File: src/rtl/instr_prefetch_buffer_if.sv
// Instruction-memory request/grant/rvalid bus and IF-stage valid/ready bus of the prefetch buffer.
// master is the prefetch side; slave is the memory plus IF stage.
interface instr_prefetch_buffer_if #(
    parameter int unsigned WORD_WIDTH = 32
);
    logic                  instr_req_o;
    logic [WORD_WIDTH-1:0] instr_addr_o;
    logic                  instr_gnt_i;
    logic                  instr_rvalid_i;
    logic [WORD_WIDTH-1:0] instr_rdata_i;
    logic                  fetch_valid_o;
    logic [WORD_WIDTH-1:0] fetch_rdata_o;
    logic [WORD_WIDTH-1:0] fetch_addr_o;
    logic                  fetch_ready_i;

    modport master (
        output instr_req_o,
        output instr_addr_o,
        input  instr_gnt_i,
        input  instr_rvalid_i,
        input  instr_rdata_i,
        output fetch_valid_o,
        output fetch_rdata_o,
        output fetch_addr_o,
        input  fetch_ready_i
    );

    modport slave (
        input  instr_req_o,
        input  instr_addr_o,
        output instr_gnt_i,
        output instr_rvalid_i,
        output instr_rdata_i,
        input  fetch_valid_o,
        input  fetch_rdata_o,
        input  fetch_addr_o,
        output fetch_ready_i
    );
endinterface

File: src/rtl/instr_prefetch_buffer.sv
// Instruction prefetch buffer: credit-limited memory requests, in-order response FIFO,
// branch redirect that flushes buffered words and drops responses still in flight.
module instr_prefetch_buffer #(
    parameter int unsigned WORD_WIDTH = 32,
    parameter int unsigned DEPTH      = 2
) (
    input  logic                    clk,
    input  logic                    rst,
    input  logic                    fetch_en_i,
    input  logic [WORD_WIDTH-1:0]   pc_start_address_i,
    input  logic                    branch_i,
    input  logic [WORD_WIDTH-1:0]   branch_addr_i,
    output logic                    busy_o,
    instr_prefetch_buffer_if.master bus
);
    localparam int unsigned PTR_W = (DEPTH > 1) ? $clog2(DEPTH) : 1;
    localparam int unsigned CNT_W = $clog2(DEPTH + 1);
    localparam int unsigned SUM_W = CNT_W + 1;
    localparam logic [PTR_W-1:0]      PTR_LAST   = PTR_W'(DEPTH - 1);
    localparam logic [WORD_WIDTH-1:0] ADDR_STEP  = WORD_WIDTH'(4);
    localparam logic [WORD_WIDTH-1:0] ALIGN_MASK = ~WORD_WIDTH'(3);

    typedef enum logic [0:0] {
        FETCH       = 1'b0,
        BRANCH_WAIT = 1'b1
    } state_t;

    typedef struct packed {
        logic [WORD_WIDTH-1:0] addr;
        logic [WORD_WIDTH-1:0] data;
    } entry_t;

    state_t                state, state_n;
    logic                  active;
    logic                  pending, pending_n;
    logic [WORD_WIDTH-1:0] fetch_addr, fetch_addr_n;
    logic [WORD_WIDTH-1:0] target, target_n;
    logic [CNT_W-1:0]      outstanding, outstanding_n;
    logic [CNT_W-1:0]      discard, discard_n;
    logic [CNT_W-1:0]      count, count_n;
    logic [PTR_W-1:0]      rd_ptr, rd_ptr_n, wr_ptr, wr_ptr_n;
    logic [PTR_W-1:0]      aq_rd, aq_rd_n, aq_wr, aq_wr_n;

    entry_t                fifo [DEPTH];
    logic [WORD_WIDTH-1:0] aq   [DEPTH];

    logic                  req, granted, resp, push, pop, credit;
    logic [SUM_W-1:0]      committed;
    logic [WORD_WIDTH-1:0] start_aligned, branch_aligned;

    function automatic logic [PTR_W-1:0] ptr_inc(input logic [PTR_W-1:0] p);
        return (p == PTR_LAST) ? '0 : p + PTR_W'(1);
    endfunction

    assign start_aligned  = pc_start_address_i & ALIGN_MASK;
    assign branch_aligned = branch_addr_i & ALIGN_MASK;

    // Next-state, counters and handshake decode
    always_comb begin
        state_n       = state;
        pending_n     = pending;
        fetch_addr_n  = fetch_addr;
        target_n      = target;
        outstanding_n = outstanding;
        discard_n     = discard;
        count_n       = count;
        rd_ptr_n      = rd_ptr;
        wr_ptr_n      = wr_ptr;
        aq_rd_n       = aq_rd;
        aq_wr_n       = aq_wr;

        resp      = bus.instr_rvalid_i && (outstanding != '0);
        pop       = (count != '0) && bus.fetch_ready_i && !branch_i;
        // A word leaving the FIFO this cycle frees its credit immediately, giving 1 instr/cycle.
        committed = SUM_W'(outstanding) + SUM_W'(count) - SUM_W'(pop);
        credit    = committed < SUM_W'(DEPTH);
        req       = active && (pending || ((state == FETCH) && fetch_en_i && credit && !branch_i));
        granted   = req && bus.instr_gnt_i;
        push      = resp && (discard == '0) && !branch_i;

        outstanding_n = outstanding + CNT_W'(granted) - CNT_W'(resp);
        pending_n     = req && !granted;

        if (granted) begin
            fetch_addr_n = fetch_addr + ADDR_STEP;
            aq_wr_n      = ptr_inc(aq_wr);
        end
        if (resp) begin
            aq_rd_n = ptr_inc(aq_rd);
        end
        if (resp && (discard != '0)) begin
            discard_n = discard - CNT_W'(1);
        end
        if (push) begin
            wr_ptr_n = ptr_inc(wr_ptr);
        end
        if (pop) begin
            rd_ptr_n = ptr_inc(rd_ptr);
        end
        count_n = count + CNT_W'(push) - CNT_W'(pop);

        unique case (state)
            FETCH: begin
            end
            BRANCH_WAIT: begin
                // The stale request finally leaves; its response must be dropped too.
                if (granted) begin
                    discard_n    = discard_n + CNT_W'(1);
                    fetch_addr_n = target;
                    state_n      = FETCH;
                end
            end
            default: state_n = FETCH;
        endcase

        if (branch_i) begin
            count_n   = '0;
            rd_ptr_n  = '0;
            wr_ptr_n  = '0;
            discard_n = outstanding_n;
            target_n  = branch_aligned;
            if (pending_n) begin
                state_n = BRANCH_WAIT;
            end else begin
                state_n      = FETCH;
                fetch_addr_n = branch_aligned;
            end
        end
    end

    // Control state register
    always_ff @(posedge clk) begin
        if (rst) begin
            state       <= FETCH;
            active      <= 1'b0;
            pending     <= 1'b0;
            fetch_addr  <= start_aligned;
            target      <= '0;
            outstanding <= '0;
            discard     <= '0;
            count       <= '0;
            rd_ptr      <= '0;
            wr_ptr      <= '0;
            aq_rd       <= '0;
            aq_wr       <= '0;
        end else begin
            state       <= state_n;
            active      <= 1'b1;
            pending     <= pending_n;
            fetch_addr  <= fetch_addr_n;
            target      <= target_n;
            outstanding <= outstanding_n;
            discard     <= discard_n;
            count       <= count_n;
            rd_ptr      <= rd_ptr_n;
            wr_ptr      <= wr_ptr_n;
            aq_rd       <= aq_rd_n;
            aq_wr       <= aq_wr_n;
        end
    end

    // Instruction FIFO and granted-address queue storage
    always_ff @(posedge clk) begin
        if (rst) begin
            for (int unsigned i = 0; i < DEPTH; i++) begin
                fifo[PTR_W'(i)] <= '0;
                aq[PTR_W'(i)]   <= '0;
            end
        end else begin
            if (push) begin
                fifo[wr_ptr] <= '{addr: aq[aq_rd], data: bus.instr_rdata_i};
            end
            if (granted) begin
                aq[aq_wr] <= fetch_addr;
            end
        end
    end

    assign bus.instr_req_o   = req;
    assign bus.instr_addr_o  = fetch_addr;
    assign bus.fetch_valid_o = (count != '0);
    assign bus.fetch_rdata_o = fifo[rd_ptr].data;
    assign bus.fetch_addr_o  = fifo[rd_ptr].addr;
    assign busy_o            = (outstanding != '0) || (discard != '0);

endmodule

File: src/flat_wrapper.sv
// flat-port wrapper written by rule: the top's interface ports become plain ports
module instr_prefetch_buffer_flat 
#(
    parameter int unsigned WORD_WIDTH = 32,
    parameter int unsigned DEPTH      = 2
)
  (clk, rst, fetch_en_i, pc_start_address_i, branch_i, branch_addr_i, busy_o, bus_instr_req_o, bus_instr_addr_o, bus_instr_gnt_i, bus_instr_rvalid_i, bus_instr_rdata_i, bus_fetch_valid_o, bus_fetch_rdata_o, bus_fetch_addr_o, bus_fetch_ready_i);
  instr_prefetch_buffer_if #(.WORD_WIDTH(WORD_WIDTH)) bus_i ();
  input  logic clk;
  input  logic rst;
  input  logic fetch_en_i;
  input  logic [WORD_WIDTH-1:0] pc_start_address_i;
  input  logic branch_i;
  input  logic [WORD_WIDTH-1:0] branch_addr_i;
  output logic busy_o;
  output wire logic [$bits(bus_i.instr_req_o)-1:0] bus_instr_req_o;
  output wire logic [$bits(bus_i.instr_addr_o)-1:0] bus_instr_addr_o;
  input wire logic [$bits(bus_i.instr_gnt_i)-1:0] bus_instr_gnt_i;
  input wire logic [$bits(bus_i.instr_rvalid_i)-1:0] bus_instr_rvalid_i;
  input wire logic [$bits(bus_i.instr_rdata_i)-1:0] bus_instr_rdata_i;
  output wire logic [$bits(bus_i.fetch_valid_o)-1:0] bus_fetch_valid_o;
  output wire logic [$bits(bus_i.fetch_rdata_o)-1:0] bus_fetch_rdata_o;
  output wire logic [$bits(bus_i.fetch_addr_o)-1:0] bus_fetch_addr_o;
  input wire logic [$bits(bus_i.fetch_ready_i)-1:0] bus_fetch_ready_i;
  assign bus_instr_req_o = bus_i.instr_req_o;
  assign bus_instr_addr_o = bus_i.instr_addr_o;
  assign bus_i.instr_gnt_i = bus_instr_gnt_i;
  assign bus_i.instr_rvalid_i = bus_instr_rvalid_i;
  assign bus_i.instr_rdata_i = bus_instr_rdata_i;
  assign bus_fetch_valid_o = bus_i.fetch_valid_o;
  assign bus_fetch_rdata_o = bus_i.fetch_rdata_o;
  assign bus_fetch_addr_o = bus_i.fetch_addr_o;
  assign bus_i.fetch_ready_i = bus_fetch_ready_i;
  instr_prefetch_buffer #(.WORD_WIDTH(WORD_WIDTH), .DEPTH(DEPTH)) u_core (.clk(clk), .rst(rst), .fetch_en_i(fetch_en_i), .pc_start_address_i(pc_start_address_i), .branch_i(branch_i), .branch_addr_i(branch_addr_i), .busy_o(busy_o), .bus(bus_i));
endmodule
File: config.mk
export PLATFORM = sky130hd
export DESIGN_NAME = instr_prefetch_buffer_flat
export DESIGN_NICKNAME = d
export VERILOG_FILES = /design/src/rtl/instr_prefetch_buffer_if.sv /design/src/rtl/instr_prefetch_buffer.sv /design/src/flat_wrapper.sv
export SDC_FILE = /design/constraint.sdc
export NUM_CORES = 1
export LEC_CHECK = 0
export CAP_MARGIN = 15
export CORE_MARGIN = 2
export CORE_UTILIZATION = 35
export DETAILED_ROUTE_END_ITERATION = 16
export PLACE_DENSITY = 0.55
export SLEW_MARGIN = 20
export SYNTH_ARGS = -nofsm -noshare
export SYNTH_HDL_FRONTEND = slang
export SYNTH_SLANG_ARGS = --single-unit
File: constraint.sdc
create_clock -name clk -period 7.65 [get_ports clk]
set_input_delay 1.1475 -clock clk [delete_from_list [all_inputs] [get_ports clk]]
set_output_delay 1.1475 -clock clk [all_outputs]
set_load 0.02 [all_outputs]
# ---- Yosys cells after proc, flatten, opt, wreduce, memory -nomap -nowiden
# Memory sizes are Yosys's and may differ from the RTL's. A register that Yosys moved wholly into a read port is not among the register bits.
# Index checks and enable logic that the tools add are counted.
dict set report word_totals {
  output_inout_bits 99
  input_bits 103
  ff_bits 75
  elab_cells 90
  mem_bits_rw 192
  n_memories 2
}
# name words word_bits read_ports rd_ports_with_merged_regs wr line_no
set memory_table {}
lappend memory_table {u_core.fifo 2 64 1 1 2 instr_prefetch_buffer.sv:44} ;# entry_t fifo [DEPTH];
lappend memory_table {u_core.aq 2 32 1 1 2 instr_prefetch_buffer.sv:45} ;# logic [WORD_WIDTH-1:0] aq [DEPTH];
dict set report op_classes {
  magnitude_cmp 1
  addsub 13
  n_bitwise 1
  n_reduce_logical 23
  muxes 37
}
# cell count
set op_table {}
lappend op_table {{$mux 32} 7}
lappend op_table {{$mux 64} 1}
lappend op_table {{$reduce_or 64->1} 1}
lappend op_table {{$add 32x3->32 const B} 1}
lappend op_table {{$reduce_or 32->1} 1}
lappend op_table {{$mux 1} 25}
lappend op_table {{$logic_and 1x1->1} 12}
lappend op_table {{$mux 2} 4}
lappend op_table {{$reduce_bool 2->1} 3}
lappend op_table {{$add 1x1->1 const B} 4}
lappend op_table {{$add 2x1->2} 2}
lappend op_table {{$sub 2x1->2} 2}
lappend op_table {{$add 2x2->3} 1}
lappend op_table {{$lt 3x2->1 const B} 1}
lappend op_table {{$sub 3x1->3} 1}
lappend op_table {{$add 2x1->2 const B} 1}
lappend op_table {{$logic_not 1->1} 2}
lappend op_table {{$logic_not 2->1} 1}
lappend op_table {{$logic_or 1x1->1} 2}
lappend op_table {{$reduce_or 2->1} 1}
lappend op_table {{$sub 2x1->2 const B} 1}
lappend op_table {{$not 1->1} 1}

# ---- Depth between registers and ports, before layout
dict set report logic_depth {
  ltp_word 16
  depth_mapped 14
  mapped_depth_nobuf 13
}

# ---- Least setup slack after synthesis
# Ideal clock, no wire load.
dict set report synth_timing {
  path_type {input to register}
  from {in bus_instr_rvalid_i}
  to {mem u_core.fifo[0][0] (netlist name), enable pin}
  path_slack_ns 0.851
  path_buffers 0
  required_ns 7.076
  arrival_ns 6.224
  path_stages 5
  path_cell_list {o21ai_1 > inv_2 > nand2_1 > or2_2 > o21ai_0}
}
# element line_no
set synth_rtl {}
lappend synth_rtl {{start: declaration} flat_wrapper.sv:19} ;# input wire logic [$bits(bus_i.instr_rvalid_i)-1:0] bus_instr_rvalid_i;
lappend synth_rtl {{end: declaration} instr_prefetch_buffer.sv:44}

# ---- Final worst setup path
dict set report layout_timing {
  from {in bus_fetch_ready_i}
  to {out bus_instr_req_o}
}
dict set report layout_via {
  elab_chain_len 8
}
# element line_no
set layout_rtl {}
lappend layout_rtl {{start: declaration} flat_wrapper.sv:24} ;# input wire logic [$bits(bus_i.fetch_ready_i)-1:0] bus_fetch_ready_i;
lappend layout_rtl {{$logic_and 1x1->1 (2 in series)} instr_prefetch_buffer.sv:73} ;# pop = (count != '0) && bus.fetch_ready_i && !branch_i;
lappend layout_rtl {{net u_core.pop} instr_prefetch_buffer.sv:47} ;# logic req, granted, resp, push, pop, credit;
lappend layout_rtl {{$sub 3x1->3} instr_prefetch_buffer.sv:75} ;# committed = SUM_W'(outstanding) + SUM_W'(count) - SUM_W'(pop);
lappend layout_rtl {{$lt 3x2->1} instr_prefetch_buffer.sv:76} ;# credit = committed < SUM_W'(DEPTH);
lappend layout_rtl {{$logic_and 1x1->1 (2 in series)} instr_prefetch_buffer.sv:77} ;# req = active && (pending || ((state == FETCH) && fetch_en_i && credit && !branch_i));
lappend layout_rtl {{$logic_or 1x1->1} instr_prefetch_buffer.sv:77}
lappend layout_rtl {{$logic_and 1x1->1} instr_prefetch_buffer.sv:77}
lappend layout_rtl {{end: declaration} flat_wrapper.sv:16} ;# output wire logic [$bits(bus_i.instr_req_o)-1:0] bus_instr_req_o;
# The timed path passes the listed nets, and every way through them passes these cells.

==> results.cfg <==
[placed_design]
portBuffers = 197
dp_hpwl_um = 21000
globalplace.congestion = 0.772
placed_cells = 1649

[setup_path]
crit_type = in2out
startpoint_type = input pin
worst_setup_path_end_kind = output pin
crit_arrival_ps = 4240
cp.required_ps = 6500
cp_max_fo = 6

[route]
vias = 8796
viasPerCell = 5.17
drt-initial-drc-count = 674
drc_errors = 0
wirelength_um = 33100
ant_nets = 0
wl_per_cell_um = 19.4
first_pass_iters = 5

[status]
status = finished, final reports clean

[job]
max-cap-violations = 0

[layout]
nFillCells = 3183
final_nets = 1336
instances_no_fill = 1703
antenna_cells = 0
drive_gt1_frac = 0.123
fin_util = 0.454
areaGrowthSynthToFinish_pct = 27.3

[synth]
synth.distinct_cells = 64
synth_seq_cells = 269
ys_dominant_reg_cell = edfxtp_1
synth_edf_count = 192
syn_inst = 1055
syn_avg_cell_area_um2 = 11.7
yosysSeqAreaShare = 0.592
netlist_area_mm2 = 0.0123
synth_warnings = 0
synth_fp_nets = 1166
ys_async_sr_fraction = 0

[global_route]
track_usage = 0.177
grt-ovfl-total = 0
antenna_found_initial = 0
grt_pass1_vias = 8510
grt_pass1_wl_um = 50300
grt_max_degree = 65

[power]
combinationalPowerShare = 0.177
ir_worst_vdd_mv = 0.186
swShare = 0.266
p_seq_frac = 0.462
p_leak_nw = 5.85
power_density_mw_per_mm2 = 247
internal-power_w = 0.00285
p_switching_w = 0.00103
p_clk_frac = 0.361

[worst_hold_path]
min_path_type = reg2reg

[die]
chipHeight_um = 192
io_pins = 202
rows = 68
coreArea_mm2 = 0.0346
die_w_um = 192
dieArea_mm2 = 0.0368
start_util = 0.357

[clocking]
clock_path_buffers = 3
insertion_delay_ps = 550
cts_tree = yes
clockRootBuffer = clkbuf_16
cts.sink_count = 269
cts_setup_buffers = 0
cts_made_buffers = 29
cts_hold_buf = 0
cts.repair.resized = 0
clk_pin_slew_ps = 60
htree_levels = 1

[sta]
fin_crit_sh = 0.704
drv_slew = 0
clock_skew_ps = 13.0
hold_slack_ps = 477
relSlewSlack = 0.253
tns_ps = 0
rsz0062_at_grt = no
setup_violations = 0
fmax_mhz = 186
layout_min_cycle_time_ps = 5380
worstMarginPinSlew_ps = 1120
hold_violations = 0
-- power by group through the flow --
stage / Combinational [W] / Sequential (W) / Clock [W]
after floorplan: 0.000417 / 0.00178 / 0
after global placement: 0.000691 / 0.00182 / 0
after detailed placement: 0.000693 / 0.00182 / 0
after CTS: 0.000697 / 0.00179 / 0.00144
after global routing: 0.000746 / 0.00181 / 0.00149
final: 0.000687 / 0.00179 / 0.00140
-- cells in the mapped netlist (3+ instances only) --
library cell	n	area, um2
o221ai_1	21	184
nand4_1	17	106
and2_1	97	607
nor4_1	7	43.8
buf_2	9	45.0
clkbuf_1	63	236
a2bb2oi_1	4	35.0
a31oi_1	4	25.0
xor2_1	7	61.3
nand3_1	17	85.1
o22ai_1	3	18.8
or4_1	4	30.0
mux2i_1	64	641
mux2_2	66	743
a221oi_1	3	26.3
or3_1	8	50.1
o21ai_1	6	30.0
and4_1	3	26.3
a211o_1	3	26.3
xnor2_1	7	61.3
nor2_1	129	484
o21a_1	3	22.5
a21oi_1	37	185
inv_1	13	48.8
buf_1	3	11.3
ha_1	7	87.6
or2_2	6	37.5
o31ai_1	4	30.0
nand2_1	44	165
o21ai_0	19	95.1
nand2b_1	7	43.8
nor4bb_1	3	30.0
dfxtp_1	77	1540
and3_1	48	300
nor3_1	10	50.1
a21o_1	4	30.0
a221o_1	3	30.0
edfxtp_1	192	5770
-- metrics by stage --
step,power (W),area [um2],setup WS [ps]
detailed placement,0.00252,14700,2220
global placement,0.00251,14700,2230
floorplan,0.00220,12300,851
CTS,0.00393,15700,2200
global route,0.00404,15700,2000
finish,0.00388,15700,2270
-- state kept, by name, indices dropped and copies added, names as in the netlist, named ones only --
name / cells
u_core.outstanding: 2
u_core.bus.instr_addr_o: 32
u_core.aq_wr: 1
u_core.rd_ptr: 1
u_core.fifo: 128
u_core.count: 2
u_core.target: 30
u_core.state: 1
u_core.pending: 1
u_core.discard: 2
u_core.wr_ptr: 1
u_core.aq: 64
u_core.active: 1
u_core.aq_rd: 1
-- layer usage --
layer | track usage | wire [um]
met1 | 0.258 | 15700
met5 | 0 | 0
met2 | 0.278 | 15000
met3 | 0.0248 | 1870
met4 | 0.0417 | 595
-- cell usage in the layout, fill, tap and decap left out, drive strengths merged, types with 4 or more instances in the layout --
master / count
clkdlybuf4s50: 195
edfxtp: 192
nor2: 131
and2: 97
dfxtp: 77
mux2: 67
mux2i: 64
and3: 48
nand2: 44
clkbuf: 42
a21oi: 37
o21ai: 25
o221ai: 21
buf: 21
nand4: 19
nand3: 17
inv: 15
nor3: 11
nor4: 9
or3: 8
clkinv: 8
nand2b: 7
xor2: 7
xnor2: 7
ha: 7
or2: 7
a21o: 4
o31ai: 4
or4: 4
a2bb2oi: 4
a31oi: 4
-- final cells by class --
type	instances	area, um2	share of cell area
clock buffer	42	825	0.0525
clock inverter	12	141	0.00900
inverter	15	56.3	0.00358
multi-input combinational	694	4710	0.300
sequential	269	7310	0.465
tap	455	569	0.0362
timing repair buffer	216	2110	0.134
-- cell families (layout without fill, tap and decap cells) --
family | after synthesis | after routing | share of synthesized area
buffers and inverters | 92 | 285 | 0.0298
DFF | 269 | 269 | 0.592
muxes | 131 | 131 | 0.113
adders and majority gates | 8 | 8 | 0.00871
xor gates and xnor gates | 14 | 14 | 0.00993
and+or+nand+nor | 413 | 413 | 0.177
AOI/OAI and AO/OA | 128 | 128 | 0.0701
-- path summary, 6_finish.rpt --
path	start	end	slack [ps]	cells past startpoint
hold reg to reg	u_core.target[5]$_SDFFE_PP0P_	u_core.target[5]$_SDFFE_PP0P_	480	2
hold / removal	u_core.target[5]$_SDFFE_PP0P_	u_core.target[5]$_SDFFE_PP0P_	480	2
setup reg to reg	u_core.count[1]$_SDFF_PP0_	u_core.aq[0][12]$_SDFFCE_PN0P_	3480	13
setup / recovery	bus_fetch_ready_i	bus_instr_req_o	2270	11
-- critical path: stages --
cell and delay [ps]:
clkdlybuf4s50_1 450, nand2_1 90, nor2_1 180, ha_1 250, nand2b_1 150, fa_1 500, nor4bb_1 310, a21o_1 290
nand2_1 160, inv_1 100, clkdlybuf4s50_1 600
Note: power is estimated with default switching activity, not from simulation.
